### src/rtl/noc_packet_depacketizer_pkg.sv
// Shared NoC constants for the local-port depacketizer: flit field layout,
// framing markers, status error bit indices and FSM state encodings.
package noc_packet_depacketizer_pkg;

  localparam int unsigned NOC_DATA_W     = 32;
  localparam int unsigned NOC_ID_X_W     = 4;
  localparam int unsigned NOC_ID_Y_W     = 4;
  localparam int unsigned NOC_AXI_TYPE_W = 2;
  localparam int unsigned NOC_AXI_LEN_W  = 8;

  // Framing markers: H field is flit[NOC_DATA_W-1:NOC_POINT_H], E field is flit[NOC_POINT_E:0]
  localparam int unsigned NOC_POINT_H  = 30;
  localparam int unsigned NOC_POINT_E  = 1;
  localparam int unsigned NOC_MARK_H_W = NOC_DATA_W - NOC_POINT_H;
  localparam int unsigned NOC_MARK_E_W = NOC_POINT_E + 1;

  localparam logic [NOC_MARK_H_W-1:0] NOC_HEAD_H = NOC_MARK_H_W'(2'b10);
  localparam logic [NOC_MARK_E_W-1:0] NOC_HEAD_E = NOC_MARK_E_W'(2'b01);
  localparam logic [NOC_MARK_H_W-1:0] NOC_TAIL_H = NOC_MARK_H_W'(2'b11);
  localparam logic [NOC_MARK_E_W-1:0] NOC_TAIL_E = NOC_MARK_E_W'(2'b10);

  // Header field LSB positions
  localparam int unsigned NOC_SRC_X_LSB = 26;
  localparam int unsigned NOC_SRC_Y_LSB = 22;
  localparam int unsigned NOC_DST_X_LSB = 18;
  localparam int unsigned NOC_DST_Y_LSB = 14;
  localparam int unsigned NOC_TYPE_LSB  = 12;
  localparam int unsigned NOC_LEN_LSB   = 4;

  // pkt_err bit indices
  localparam int unsigned PKT_ERR_W        = 3;
  localparam int unsigned PKT_ERR_MISROUTE = 0;
  localparam int unsigned PKT_ERR_LEN      = 1;
  localparam int unsigned PKT_ERR_TAIL     = 2;

  typedef enum logic [1:0] {
    S_HEAD = 2'd0,
    S_DATA = 2'd1,
    S_TAIL = 2'd2
  } state_t;

  // Payload FIFO entry
  typedef struct packed {
    logic                  last;
    logic [NOC_DATA_W-1:0] data;
  } payload_t;

  function automatic logic head_check(input logic is_hdr, input logic [NOC_DATA_W-1:0] f);
    return is_hdr && (f[NOC_DATA_W-1:NOC_POINT_H] == NOC_HEAD_H) && (f[NOC_POINT_E:0] == NOC_HEAD_E);
  endfunction

  function automatic logic tail_check(input logic is_tail, input logic [NOC_DATA_W-1:0] f);
    return is_tail && (f[NOC_DATA_W-1:NOC_POINT_H] == NOC_TAIL_H) && (f[NOC_POINT_E:0] == NOC_TAIL_E);
  endfunction

endpackage

### src/rtl/noc_sync_fifo.sv
// Single-clock registered FIFO with wrap-bit pointers.
// Ports: i_clk/i_rst_n clock and async active-low reset; i_push/i_data write side
// (ignored when full); o_full; i_pop/o_valid/o_data first-word-fall-through read side.
module noc_sync_fifo #(
  parameter int unsigned WIDTH = 8,
  parameter int unsigned DEPTH = 4
) (
  input  logic             i_clk,
  input  logic             i_rst_n,
  input  logic             i_push,
  input  logic [WIDTH-1:0] i_data,
  output logic             o_full,
  input  logic             i_pop,
  output logic             o_valid,
  output logic [WIDTH-1:0] o_data
);

  localparam int unsigned AW = $clog2(DEPTH);

  logic [AW:0]      r_wr_ptr;
  logic [AW:0]      r_rd_ptr;
  logic [WIDTH-1:0] r_mem [DEPTH];
  logic             w_empty;
  logic             w_do_push;
  logic             w_do_pop;

  assign w_empty   = (r_wr_ptr == r_rd_ptr);
  // Full: same index, opposite wrap bit
  assign o_full    = (r_wr_ptr[AW-1:0] == r_rd_ptr[AW-1:0]) && (r_wr_ptr[AW] != r_rd_ptr[AW]);
  assign w_do_push = i_push & ~o_full;
  assign w_do_pop  = i_pop & ~w_empty;
  assign o_valid   = ~w_empty;
  assign o_data    = r_mem[r_rd_ptr[AW-1:0]];

  always_ff @(posedge i_clk or negedge i_rst_n) begin
    if (!i_rst_n) begin
      r_wr_ptr <= '0;
      r_rd_ptr <= '0;
      for (int i = 0; i < DEPTH; i++) r_mem[i] <= '0;
    end else begin
      if (w_do_push) begin
        r_mem[r_wr_ptr[AW-1:0]] <= i_data;
        r_wr_ptr <= r_wr_ptr + 1'b1;
      end
      if (w_do_pop) r_rd_ptr <= r_rd_ptr + 1'b1;
    end
  end

endmodule

### src/rtl/noc_packet_depacketizer.sv
// Ejection-side depacketizer: validates header/tail framing and destination,
// strips header and tail, streams payload through a FIFO and reports one
// status record per packet.
// Ports: noc_clk/noc_rst_n; in_* flit input from router local port;
// out_* payload stream; pkt_* per-packet status (pkt_done pulse); drop_cnt.
module noc_packet_depacketizer
  import noc_packet_depacketizer_pkg::*;
#(
  parameter logic [NOC_ID_X_W-1:0] X_ID       = '0,
  parameter logic [NOC_ID_Y_W-1:0] Y_ID       = '0,
  parameter int unsigned           FIFO_DEPTH = 4,
  parameter int unsigned           CNT_W      = 16
) (
  input  logic                      noc_clk,
  input  logic                      noc_rst_n,
  input  logic                      in_valid,
  output logic                      in_ready,
  input  logic [NOC_DATA_W-1:0]     in_flit,
  input  logic                      in_is_header,
  input  logic                      in_is_tail,
  output logic                      out_valid,
  input  logic                      out_ready,
  output logic [NOC_DATA_W-1:0]     out_data,
  output logic                      out_last,
  output logic                      pkt_done,
  output logic [NOC_ID_X_W-1:0]     pkt_src_x,
  output logic [NOC_ID_Y_W-1:0]     pkt_src_y,
  output logic [NOC_AXI_TYPE_W-1:0] pkt_type,
  output logic [NOC_AXI_LEN_W-1:0]  pkt_len,
  output logic [PKT_ERR_W-1:0]      pkt_err,
  output logic [CNT_W-1:0]          drop_cnt
);

  state_t                    r_state;
  logic [NOC_ID_X_W-1:0]     r_src_x;
  logic [NOC_ID_Y_W-1:0]     r_src_y;
  logic [NOC_AXI_TYPE_W-1:0] r_type;
  logic [NOC_AXI_LEN_W-1:0]  r_len_exp;
  logic [NOC_AXI_LEN_W-1:0]  r_cnt;
  logic [PKT_ERR_W-1:0]      r_err;

  logic                      w_acc;
  logic                      w_head_ok;
  logic                      w_tail_ok;
  logic                      w_push;
  logic                      w_last;
  logic                      w_misroute;
  logic                      w_drop;
  logic                      w_fin;
  logic [PKT_ERR_W-1:0]      w_err_fin;
  logic                      w_fifo_full;
  logic                      w_fifo_valid;
  payload_t                  w_push_entry;
  payload_t                  w_head_entry;
  logic [NOC_AXI_LEN_W-1:0]  w_hdr_len;

  // Ready depends only on state and the registered FIFO full flag
  assign in_ready   = (r_state == S_DATA) ? ~w_fifo_full : 1'b1;
  assign w_acc      = in_valid & in_ready;
  assign w_head_ok  = head_check(in_is_header, in_flit);
  assign w_tail_ok  = tail_check(in_is_tail, in_flit);
  assign w_hdr_len  = in_flit[NOC_LEN_LSB +: NOC_AXI_LEN_W];
  assign w_misroute = (in_flit[NOC_DST_X_LSB +: NOC_ID_X_W] != X_ID) ||
                      (in_flit[NOC_DST_Y_LSB +: NOC_ID_Y_W] != Y_ID);
  assign w_push     = w_acc && (r_state == S_DATA) && !in_is_tail;
  assign w_last     = (NOC_AXI_LEN_W'(r_cnt + 1'b1) == r_len_exp);
  assign w_drop     = w_acc && (((r_state == S_HEAD) && !w_head_ok) ||
                                ((r_state == S_TAIL) && !in_is_header && !in_is_tail));

  assign w_push_entry.last = w_last;
  assign w_push_entry.data = in_flit;

  // Packet completion and its final error vector
  always_comb begin
    w_fin     = 1'b0;
    w_err_fin = r_err;
    if (w_acc) begin
      case (r_state)
        S_DATA: if (in_is_tail) begin
          w_fin                   = 1'b1;
          w_err_fin[PKT_ERR_LEN]  = 1'b1;
          w_err_fin[PKT_ERR_TAIL] = ~w_tail_ok;
        end
        S_TAIL: if (in_is_header) begin
          // A header here closes the packet as a malformed tail and is consumed
          w_fin                   = 1'b1;
          w_err_fin[PKT_ERR_LEN]  = 1'b1;
          w_err_fin[PKT_ERR_TAIL] = 1'b1;
        end else if (in_is_tail) begin
          w_fin                   = 1'b1;
          w_err_fin[PKT_ERR_TAIL] = ~w_tail_ok;
        end
        default: ;
      endcase
    end
  end

  // Framing FSM, packet context and status registers
  always_ff @(posedge noc_clk or negedge noc_rst_n) begin
    if (!noc_rst_n) begin
      r_state   <= S_HEAD;
      r_src_x   <= '0;
      r_src_y   <= '0;
      r_type    <= '0;
      r_len_exp <= '0;
      r_cnt     <= '0;
      r_err     <= '0;
      pkt_done  <= 1'b0;
      pkt_src_x <= '0;
      pkt_src_y <= '0;
      pkt_type  <= '0;
      pkt_len   <= '0;
      pkt_err   <= '0;
      drop_cnt  <= '0;
    end else begin
      pkt_done <= 1'b0;
      if (w_drop && (drop_cnt != {CNT_W{1'b1}})) drop_cnt <= CNT_W'(drop_cnt + 1'b1);
      if (w_acc) begin
        case (r_state)
          S_HEAD: if (w_head_ok) begin
            r_src_x   <= in_flit[NOC_SRC_X_LSB +: NOC_ID_X_W];
            r_src_y   <= in_flit[NOC_SRC_Y_LSB +: NOC_ID_Y_W];
            r_type    <= in_flit[NOC_TYPE_LSB +: NOC_AXI_TYPE_W];
            r_len_exp <= w_hdr_len;
            r_cnt     <= '0;
            r_err     <= '0;
            r_err[PKT_ERR_MISROUTE] <= w_misroute;
            r_state   <= (w_hdr_len == '0) ? S_TAIL : S_DATA;
          end
          S_DATA: if (!in_is_tail) begin
            r_cnt <= NOC_AXI_LEN_W'(r_cnt + 1'b1);
            if (w_last) r_state <= S_TAIL;
          end
          S_TAIL: if (!in_is_header && !in_is_tail) r_err[PKT_ERR_LEN] <= 1'b1;
          default: r_state <= S_HEAD;
        endcase
      end
      if (w_fin) begin
        pkt_done  <= 1'b1;
        pkt_src_x <= r_src_x;
        pkt_src_y <= r_src_y;
        pkt_type  <= r_type;
        pkt_len   <= r_cnt;
        pkt_err   <= w_err_fin;
        r_state   <= S_HEAD;
      end
    end
  end

  noc_sync_fifo #(
    .WIDTH ($bits(payload_t)),
    .DEPTH (FIFO_DEPTH)
  ) u_fifo (
    .i_clk   (noc_clk),
    .i_rst_n (noc_rst_n),
    .i_push  (w_push),
    .i_data  (w_push_entry),
    .o_full  (w_fifo_full),
    .i_pop   (out_ready),
    .o_valid (w_fifo_valid),
    .o_data  (w_head_entry)
  );

  assign out_valid = w_fifo_valid;
  assign out_data  = w_head_entry.data;
  assign out_last  = w_head_entry.last & w_fifo_valid;

endmodule
### config.mk
export PLATFORM = sky130hd
export DESIGN_NAME = noc_packet_depacketizer
export DESIGN_NICKNAME = d
export VERILOG_FILES = /design/src/rtl/noc_packet_depacketizer_pkg.sv /design/src/rtl/noc_sync_fifo.sv /design/src/rtl/noc_packet_depacketizer.sv
export SDC_FILE = /design/constraint.sdc
export NUM_CORES = 1
export LEC_CHECK = 0
export CORE_MARGIN = 8
export CORE_UTILIZATION = 40
export DETAILED_ROUTE_END_ITERATION = 8
export GPL_TIMING_DRIVEN = 0
export SETUP_SLACK_MARGIN = 0.15
export SLEW_MARGIN = 30
export SYNTH_ARGS = -nofsm -noshare
export SYNTH_HDL_FRONTEND = slang
export SYNTH_SLANG_ARGS = --single-unit
### constraint.sdc
create_clock -name noc_clk -period 2.6 [get_ports noc_clk]
set_input_delay 0.52 -clock noc_clk [delete_from_list [all_inputs] [get_ports noc_clk]]
set_output_delay 0.52 -clock noc_clk [all_outputs]
set_load 0.02 [all_outputs]
## After elaboration in Yosys (flattened, before gate mapping)

Index checks and enable logic that the tools add are counted.

| word-level totals | value |
|---|---|
| output and inout port bits | 73 |
| register bits | 206 |
| bits in writable memories | 0 |
| memories | 0 |
| bits in read-only memories | 0 |
| latch bits | 0 |

| cells by class | value |
|---|---|
| $lt $le $gt $ge | 3 |
| reductions and logical operators | 30 |
| shift-type cells | 0 |
| mux-type cells | 31 |
| multiply operators | 0 |
| bitwise gates (word level) | 9 |
| div/mod/pow operators | 0 |
| add/subtract/negate cells | 4 |
| equal/unequal tests | 18 |

Operator list:

| kind | count |
|---|---|
| $bwmux 132 | 1 |
| $mux 33 | 3 |
| $bmux 33 s2 | 1 |
| $demux 33 s2 | 1 |
| $mux 2 | 9 |
| $add 16x1->16 const B | 1 |
| $mux 8 | 2 |
| $ne 16x16->1 const B | 1 |
| $pmux 8 s2 | 1 |
| $logic_and 1x1->1 | 14 |
| $mux 1 | 9 |
| $ne 3x3->1 const B | 3 |
| $add 8x1->8 const B | 1 |
| $eq 2x2->1 const B | 4 |
| $eq 8x8->1 | 1 |
| $logic_not 8->1 | 1 |
| $reduce_and 4->1 | 2 |
| $reduce_bool 4->1 | 2 |
| $add 3x1->3 const B | 2 |
| $ge 3x3->1 const B | 2 |
| $ne 2x2->1 const B | 3 |
| $not 2->3 | 2 |
| $pmux 2 s3 | 1 |
| $reduce_bool 2->1 | 3 |
| other kinds (15) | 25 |

## Depth between registers and ports, before layout

Gate-level depths: netlist of run 1.

| depth | value |
|---|---|
| depth in word-level cells | 8 |
| mapped depth | 9 |
| gate-level depth less buffers | 8 |

## By module

A second synthesis of run 1 with hierarchy kept.

| second synthesis, totals | value |
|---|---|
| cell total of the unflattened synthesis | 678 |
| area, all modules | 9949.5 µm² |

By module, submodules not included:

| module | area an instance (µm²) | times used | cells each | seq. area each (µm²) |
|---|---|---|---|---|
| noc_sync_fifo | 6681.4 | 1 | 361 | 3453.3 |
| noc_packet_depacketizer | 3268.1 | 1 | 317 | 1701.6 |

## Worst setup path after synthesis of run 1

Ideal clock, no wire load.

| timing | value |
|---|---|
| kind | register -> output |
| from | reg u_fifo.r_rd_ptr[0] |
| to | out out_data[23] |
| buffers on the path | 2 |
| path slack | 421 ps |
| data required time | 2080 ps |
| stages on the path, launching flop included | 4 |
| data arrival time | 1659 ps |
| cells stage by stage | dfrtp_1 -> buf_6 -> buf_1 -> mux4_2 |

| on the way | value |
|---|---|
| cells in the longest elaborated chain, start to end | 4 |

Ends and longest elaborated chain:

| what | line | source |
|---|---|---|
| from (decl) | noc_sync_fifo.sv:21 | `logic [AW:0] r_rd_ptr;` |
| from (signal assigned) | noc_sync_fifo.sv:45 | `if (w_do_pop) r_rd_ptr <= r_rd_ptr + 1'b1;` |
| $not 2->3 (not written as such) | noc_sync_fifo.sv:33 | `assign o_data = r_mem[r_rd_ptr[AW-1:0]];` |
| $bmux 33 s2 | noc_sync_fifo.sv:33 |  |
| $mux 33 (not written as such) (2 in a row) | noc_sync_fifo.sv:33 |  |
| to (decl) | noc_packet_depacketizer.sv:23 | `output logic [NOC_DATA_W-1:0] out_data,` |

No other way between the ends. The select of a mux whose other input is x is not followed.

## Worst setup path after layout of run 1

| timing | value |
|---|---|
| from | reg u_fifo.r_rd_ptr[0] |
| to | out out_data[16] |

Same word-level chain as after synthesis.

==> results.ini, run 1 <==
[synthesis]
synthAdderAreaFrac_pct = 1.36
syn_area_sq_mm = 0.00920
ys_types = 50
ys.flop_type = dfrtp_1
yosysMostFrequentCell = dfrtp_1
synth_compound_area_share_pct = 3.43
synthSimpleGateAreaFrac_pct = 5.36
synth.area.top_cells = dfrtp_1 (56%), mux2_2 (20%), mux4_2 (8.1%)
synth_top_family_by_area = multiplexers
synth-async-reset-ratio_pct = 100
avgSynthCellArea_sq_um = 14.5
yosysWarnings = 0
synth-seq-cells = 206
synth_top_area_share_pct = 56.0
ys_seq_area_share_pct = 56.0
synth_edf_count = 0
synth.largest_area_cell = dfrtp_1
synthTopCellsByCount = dfrtp_1 (206), mux2_2 (166), nand2_1 (43)
synthCells = 633
synth_mux_area_share_pct = 28.5
synth_xor_xnor_area_share_pct = 3.33
syn-num-nets = 681

[grt]
grt_antenna_before_repair = 1
gr-total-overflow = 0
grt_max_degree = 92
grt_usage_pct = 15.5
top_usage_layer = met2
grt_pass1_wl_mm = 35.0
use_met3_pct = 3.46
grt_pass1_vias = 6339
grt_util_met2_pct = 26.0
grt_use_met1_pct = 20.1

[pwr]
seqPwrFrac_pct = 36.8
p_switching_mw = 4.38
clock_power_share_pct = 25.1
ir_drop_uv = 623
power_per_cell_area_mw_per_mm2 = 1160
leakagePower_nw = 5.40
power.internal_mw = 9.20
combPwrFrac_pct = 38.1
total_power_mw = 13.6
switching_share_pct = 32.3

[timing]
timing.final.crit_share_pct = 95.6
hold_viol_final = 0
tns_ps = 0
rsz0062_at_grt = yes
drv_slew = 0
worst_pin_slew_ps = 694
setup_ws_ps = 114
fin_hold_ws_ps = 457
fmax_mhz = 402
setup_violations = 0
slew-limit-headroom_pct = 53.3
period_needed_ps = 2490
finClkSkew_ps = 20.2

[floorplan]
ios = 111
die_area_sq_mm = 0.0281
core-area_sq_mm = 0.0226
fp.dieH_um = 168
num_rows = 55
initial_utilization_pct = 40.6
fp.dieW_um = 168

[worst_setup_path]
r2r_slack_ps = 180
timing.rr.start = u_fifo.r_rd_ptr[0]
reg2regPathDepth = 8
end_kind = output port
worstSetupPathType = reg2out
crit_fanout = 8
crit_start = u_fifo.r_rd_ptr[0]
startpoint_type = flip-flop
arrival_ps = 1970
required_ps = 2080

[drt]
num_vias = 5727
first_iter_violations = 338
drtAntennaViolNets = 0
route.detailed.drc = 0
wirelength_mm = 21.6
wl_per_cell_um = 19.9
drt-vias-per-instance = 5.29
drtPass1Iterations = 4

[cts]
htreeDepth = 1
clock_sinks = 206
clock_path_buffers = 3
cts-root-buf = clkbuf_16
clkSlewWorstSetupHoldPaths_ps = 60
cts_buffers = 24
cts_tree = yes
worstSkewPairLatency_ps = 520

[placed_design]
dpl.hpwl_mm = 14.9
place_area_sq_mm = 0.0107
place_ws_ps = -408
port_buffers = 110
place_congestion = 0.829
placed_cells = 1030

[finish]
multi_input_area_sq_mm = 0.00391
syn2layout_area_growth_pct = 26.8
drive_above_1_share_pct = 40.7
fin_cells = 1083
register_area_sq_mm = 0.00515
diodes = 0
final_design_area_no_fill_sq_mm = 0.0117
final_core_util_pct = 51.5
fin_nets = 828
fillers = 1961

[hold_path]
hold_class = in2async

[outcome]
outcome = finished clean

[run]
maxCapViolations = 0

==> per-layer routing <==
metal  part of all wire (%)  wire [um]
met1                     45       9670
met2                     48      10400
met3                    5.5       1190
met4                    1.5        331
met5                  0.051         11
==> power groups by stage <==
stage	logic, mW	clock network (mW)	registers [mW]
finish	5.18	3.41	4.99
global route	5.59	3.65	5.13
CTS	5.03	3.51	4.99
detailed placement	5.13	0	5.04
global placement	5.00	0	4.93
floorplan	3.16	0	4.98
==> state kept, by name (all words and copies together) (netlist names) <==
signal,flops
u_fifo.r_mem,132
drop_cnt,16
pkt_len,8
r_cnt,8
r_len_exp,8
pkt_src_x,4
pkt_src_y,4
r_src_x,4
r_src_y,4
pkt_err,3
u_fifo.r_rd_ptr,3
u_fifo.r_wr_ptr,3
pkt_type,2
r_err,2
r_state,2
r_type,2
pkt_done,1
==> path summary, 6_finish.rpt <==
| check | end |
|---|---|
| max in group asynchronous | u_fifo.r_mem[82] |
| max reg2reg | pkt_src_x[0] |
| min in group noc_clk | r_err[0] |
| max | out_data[16] |
| min | drop_cnt[7] |
| min reg2reg | r_err[0] |
==> area by class of cell <==
| cell class | count | share of cell area [%] |
|---|---|---|
| Clock inverter | 6 | 0.740 |
| Tap cell | 285 | 3.06 |
| Multi-Input combinational cell | 389 | 33.5 |
| Sequential cell | 206 | 44.2 |
| Clock buffer | 38 | 6.29 |
| Buffer | 29 | 2.02 |
| Inverter | 9 | 0.290 |
| Timing Repair Buffer | 121 | 9.91 |
==> cells by family after synthesis <==
family	Yosys count
mux	200
flops	206
buf+inv	38
fa+ha+maj	10
simple gates	101
xor+xnor	32
compound gates	46
==> placed cells by master (no fill, tap or decap), types with 11 or more instances in the layout <==
cell type	synthesis	final
buf_6	2	13
dfrtp_1	206	206
nor2_1	15	15
buf_4	0	11
buf_2	20	32
nand2_1	43	37
mux4_2	33	33
clkdlybuf4s50_1	0	74
mux2_2	166	166
xnor2_1	21	20
o21ai_0	18	17
clkbuf_16	0	25
==> repair_timing <==
item                                    CTS  global route
resized for setup                       172            37
hold endpoints to repair                 27             0
buffers inserted                          6             2
hold buffers                              1             0
gates cloned                              0             0
pin swaps                                 2             1
endpoints found under the setup margin   86           108
==> worst max-delay path, cell delays in order, from the launching register on <==
cell     delay [ps]
dfrtp_1         390
buf_12          150
buf_12          150
buf_12          110
mux4_2          510
buf_6           150
Power figures use the tool's default switching activity.
==> run 2, diff against run 1 <==
--- a/config.mk
+++ b/config.mk
@@ -5,10 +5,13 @@
 export SDC_FILE = /design/constraint.sdc
 export NUM_CORES = 1
 export LEC_CHECK = 0
+export CELL_PAD_IN_SITES_DETAIL_PLACEMENT = 1
+export CELL_PAD_IN_SITES_GLOBAL_PLACEMENT = 2
 export CORE_MARGIN = 8
 export CORE_UTILIZATION = 40
 export DETAILED_ROUTE_END_ITERATION = 8
 export GPL_TIMING_DRIVEN = 0
+export PLACE_DENSITY_LB_ADDON = 0.1
 export SETUP_SLACK_MARGIN = 0.15
 export SLEW_MARGIN = 30
 export SYNTH_ARGS = -nofsm -noshare
==> run 2 against run 1 <==
Sequential share of layout area fell by 1.1 points. Sequential power barely moved. Cell count rose by 1.3%. Critical path depth did not move. Via count rose by 0.73%. Cell area rose by 2.6%. First-iteration DRC count fell by 44%. Setup slack got worse by 43 ps. Routed wire length rose by 6.9%. Clock-buffer cell count did not move. Clock skew fell by 6.5 ps. Non-clock buffer count rose by 14.
==> results.ini, run 2 (synthesis results as in run 1) <==
[finish]
regMostFlops = u_fifo.r_mem
fin_nets = 842
drive_above_1_share_pct = 41.9
largest_reg_flops = 132
syn2layout_area_growth_pct = 30.1
fillers = 2216
multi_input_area_sq_mm = 0.00393
register_area_sq_mm = 0.00516
mostFrequentLayoutCells = dfrtp_1 (205), mux2_2 (166), clkdlybuf4s50_1 (74), buf_6 (41), nand2_1 (38)
final_core_util_pct = 52.9
diodes = 0
largestRegisters = u_fifo.r_mem (132), drop_cnt (16)
final_common_cell = dfrtp_1
final_design_area_no_fill_sq_mm = 0.0120

[grt]
grt_usage_pct = 16.9
grt_pass1_vias = 6668
grt_max_degree = 78
grt_antenna_before_repair = 0
grt_pass1_wl_mm = 38.1
use_met3_pct = 3.36
grt_use_met1_pct = 21.8
top_usage_layer = met2
grt_util_met2_pct = 29.0
gr-total-overflow = 0

[hold_path]
hold_class = reg2reg
hold_depth = 2
worstHoldEndpoint = pkt_err[1]
hp-start = pkt_err[1]

[cts]
worstSkewPairLatency_ps = 510
htreeDepth = 1
cts_buffers = 24
clkSlewWorstSetupHoldPaths_ps = 60
cts-root-buf = clkbuf_16
clock_path_buffers = 3
cts_tree = yes
clock_sinks = 206

[worst_setup_path]
worstSetupPathType = reg2out
r2r_slack_ps = 230
reg2reg_to = u_fifo.r_mem[27]
required_ps = 2080
arrival_ps = 2010
end_kind = output port
startpoint_type = flip-flop
reg2regPathDepth = 7
crit_fanout = 8
timing.rr.start = u_fifo.r_rd_ptr[1]

[floorplan]
fp.dieW_um = 168
core-area_sq_mm = 0.0226
ios = 111
num_rows = 55
initial_utilization_pct = 40.6
fp.dieH_um = 168
die_area_sq_mm = 0.0281

[pwr]
power_per_cell_area_mw_per_mm2 = 1190
power.internal_mw = 9.62
clock_power_share_pct = 23.1
total_power_mw = 14.2
switching_share_pct = 32.2
leakagePower_nw = 5.51
ir_drop_uv = 682
combPwrFrac_pct = 41.6
seqPwrFrac_pct = 35.2
p_switching_mw = 4.57

[outcome]
outcome = finished clean

[drt]
drt-vias-per-instance = 5.26
drtAntennaViolNets = 0
drtPass1Iterations = 6
num_vias = 5769
wirelength_mm = 23.1
first_iter_violations = 190
route.detailed.drc = 0
wl_per_cell_um = 21.0

[timing]
fmax_mhz = 395
timing.final.crit_share_pct = 97.3
slew-limit-headroom_pct = 56.6
period_needed_ps = 2530
setup_violations = 0
drv_slew = 0
hold_viol_final = 0
worst_pin_slew_ps = 645
rsz0062_at_grt = yes
finClkSkew_ps = 13.7

[placed_design]
port_buffers = 110
dpl.hpwl_mm = 15.6
place_area_sq_mm = 0.0107
place_congestion = 0.741

[run]
maxCapViolations = 0

## run 2: critical path, cell delays in order (launching register included)
cell and delay (ps):
dfrtp_1 410, buf_12 170, buf_12 140, buf_8 110, mux4_2 520, buf_6 150
## run 2: per-stage QoR
stage	setup slack (ps)	hold WS [ps]	cells	setup TNS, ps
2_1_floorplan	421	224	633	0
3_3_place_gp	-7300	454	1028	-1524070
3_5_place_dp	-408	471	1030	-27080
4_1_cts	-5.59	485	1088	-6.95
5_1_grt	-0.889	516	1097	-0.889
6_report	70.5	475	1097	0
## run 2: layer usage
metal / wire length [um] / up-vias
li1: - / 2636
met5: 0 / -
met2: 11400 / 100
met3: 955 / 29
met1: 10200 / 3004
met4: 430 / 0
## run 2: final cells by class
cell class,count,share of cell area [%]
multi-input combinational,389,32.8
clock buffer,38,5.71
inverter,9,0.282
clock inverter,6,0.763
buffer,29,2.01
tap,285,2.98
timing repair buffer,135,12.4
sequential,206,43.1
## run 2: power groups by stage
stage	sequential (mW)	combinational [mW]	clock, mW
6_report	5.00	5.91	3.28
5_1_grt	5.17	6.37	3.51
4_1_cts	5.00	5.59	3.40
3_5_place_dp	5.05	5.15	0
3_3_place_gp	4.94	5.01	0
2_1_floorplan	4.98	3.16	0
## run 2: how the worst max path moves through the flow
| stage | start | to | cells after the start |
|---|---|---|---|
| floorplan | u_fifo.r_rd_ptr[0] | out_data[23] | 3 |
| global placement | noc_rst_n | u_fifo.r_mem[21] | 1 |
| detailed placement | u_fifo.r_rd_ptr[0] | out_data[23] | 4 |
| CTS | u_fifo.r_rd_ptr[0] | out_data[15] | 5 |
| global route | u_fifo.r_rd_ptr[0] | out_data[15] | 5 |
| finish | u_fifo.r_rd_ptr[0] | out_data[25] | 5 |
## run 2: what timing repair did
| action | 4_1_cts | 5_1_grt |
|---|---|---|
| hold endpoints to repair | 57 | 0 |
| hold buffers | 1 | 0 |
| pin swaps | 2 | 1 |
| setup buffers | 12 | 9 |
| setup endpoints to repair | 131 | 81 |
| resized for setup | 228 | 46 |
| gates cloned | 1 | 0 |
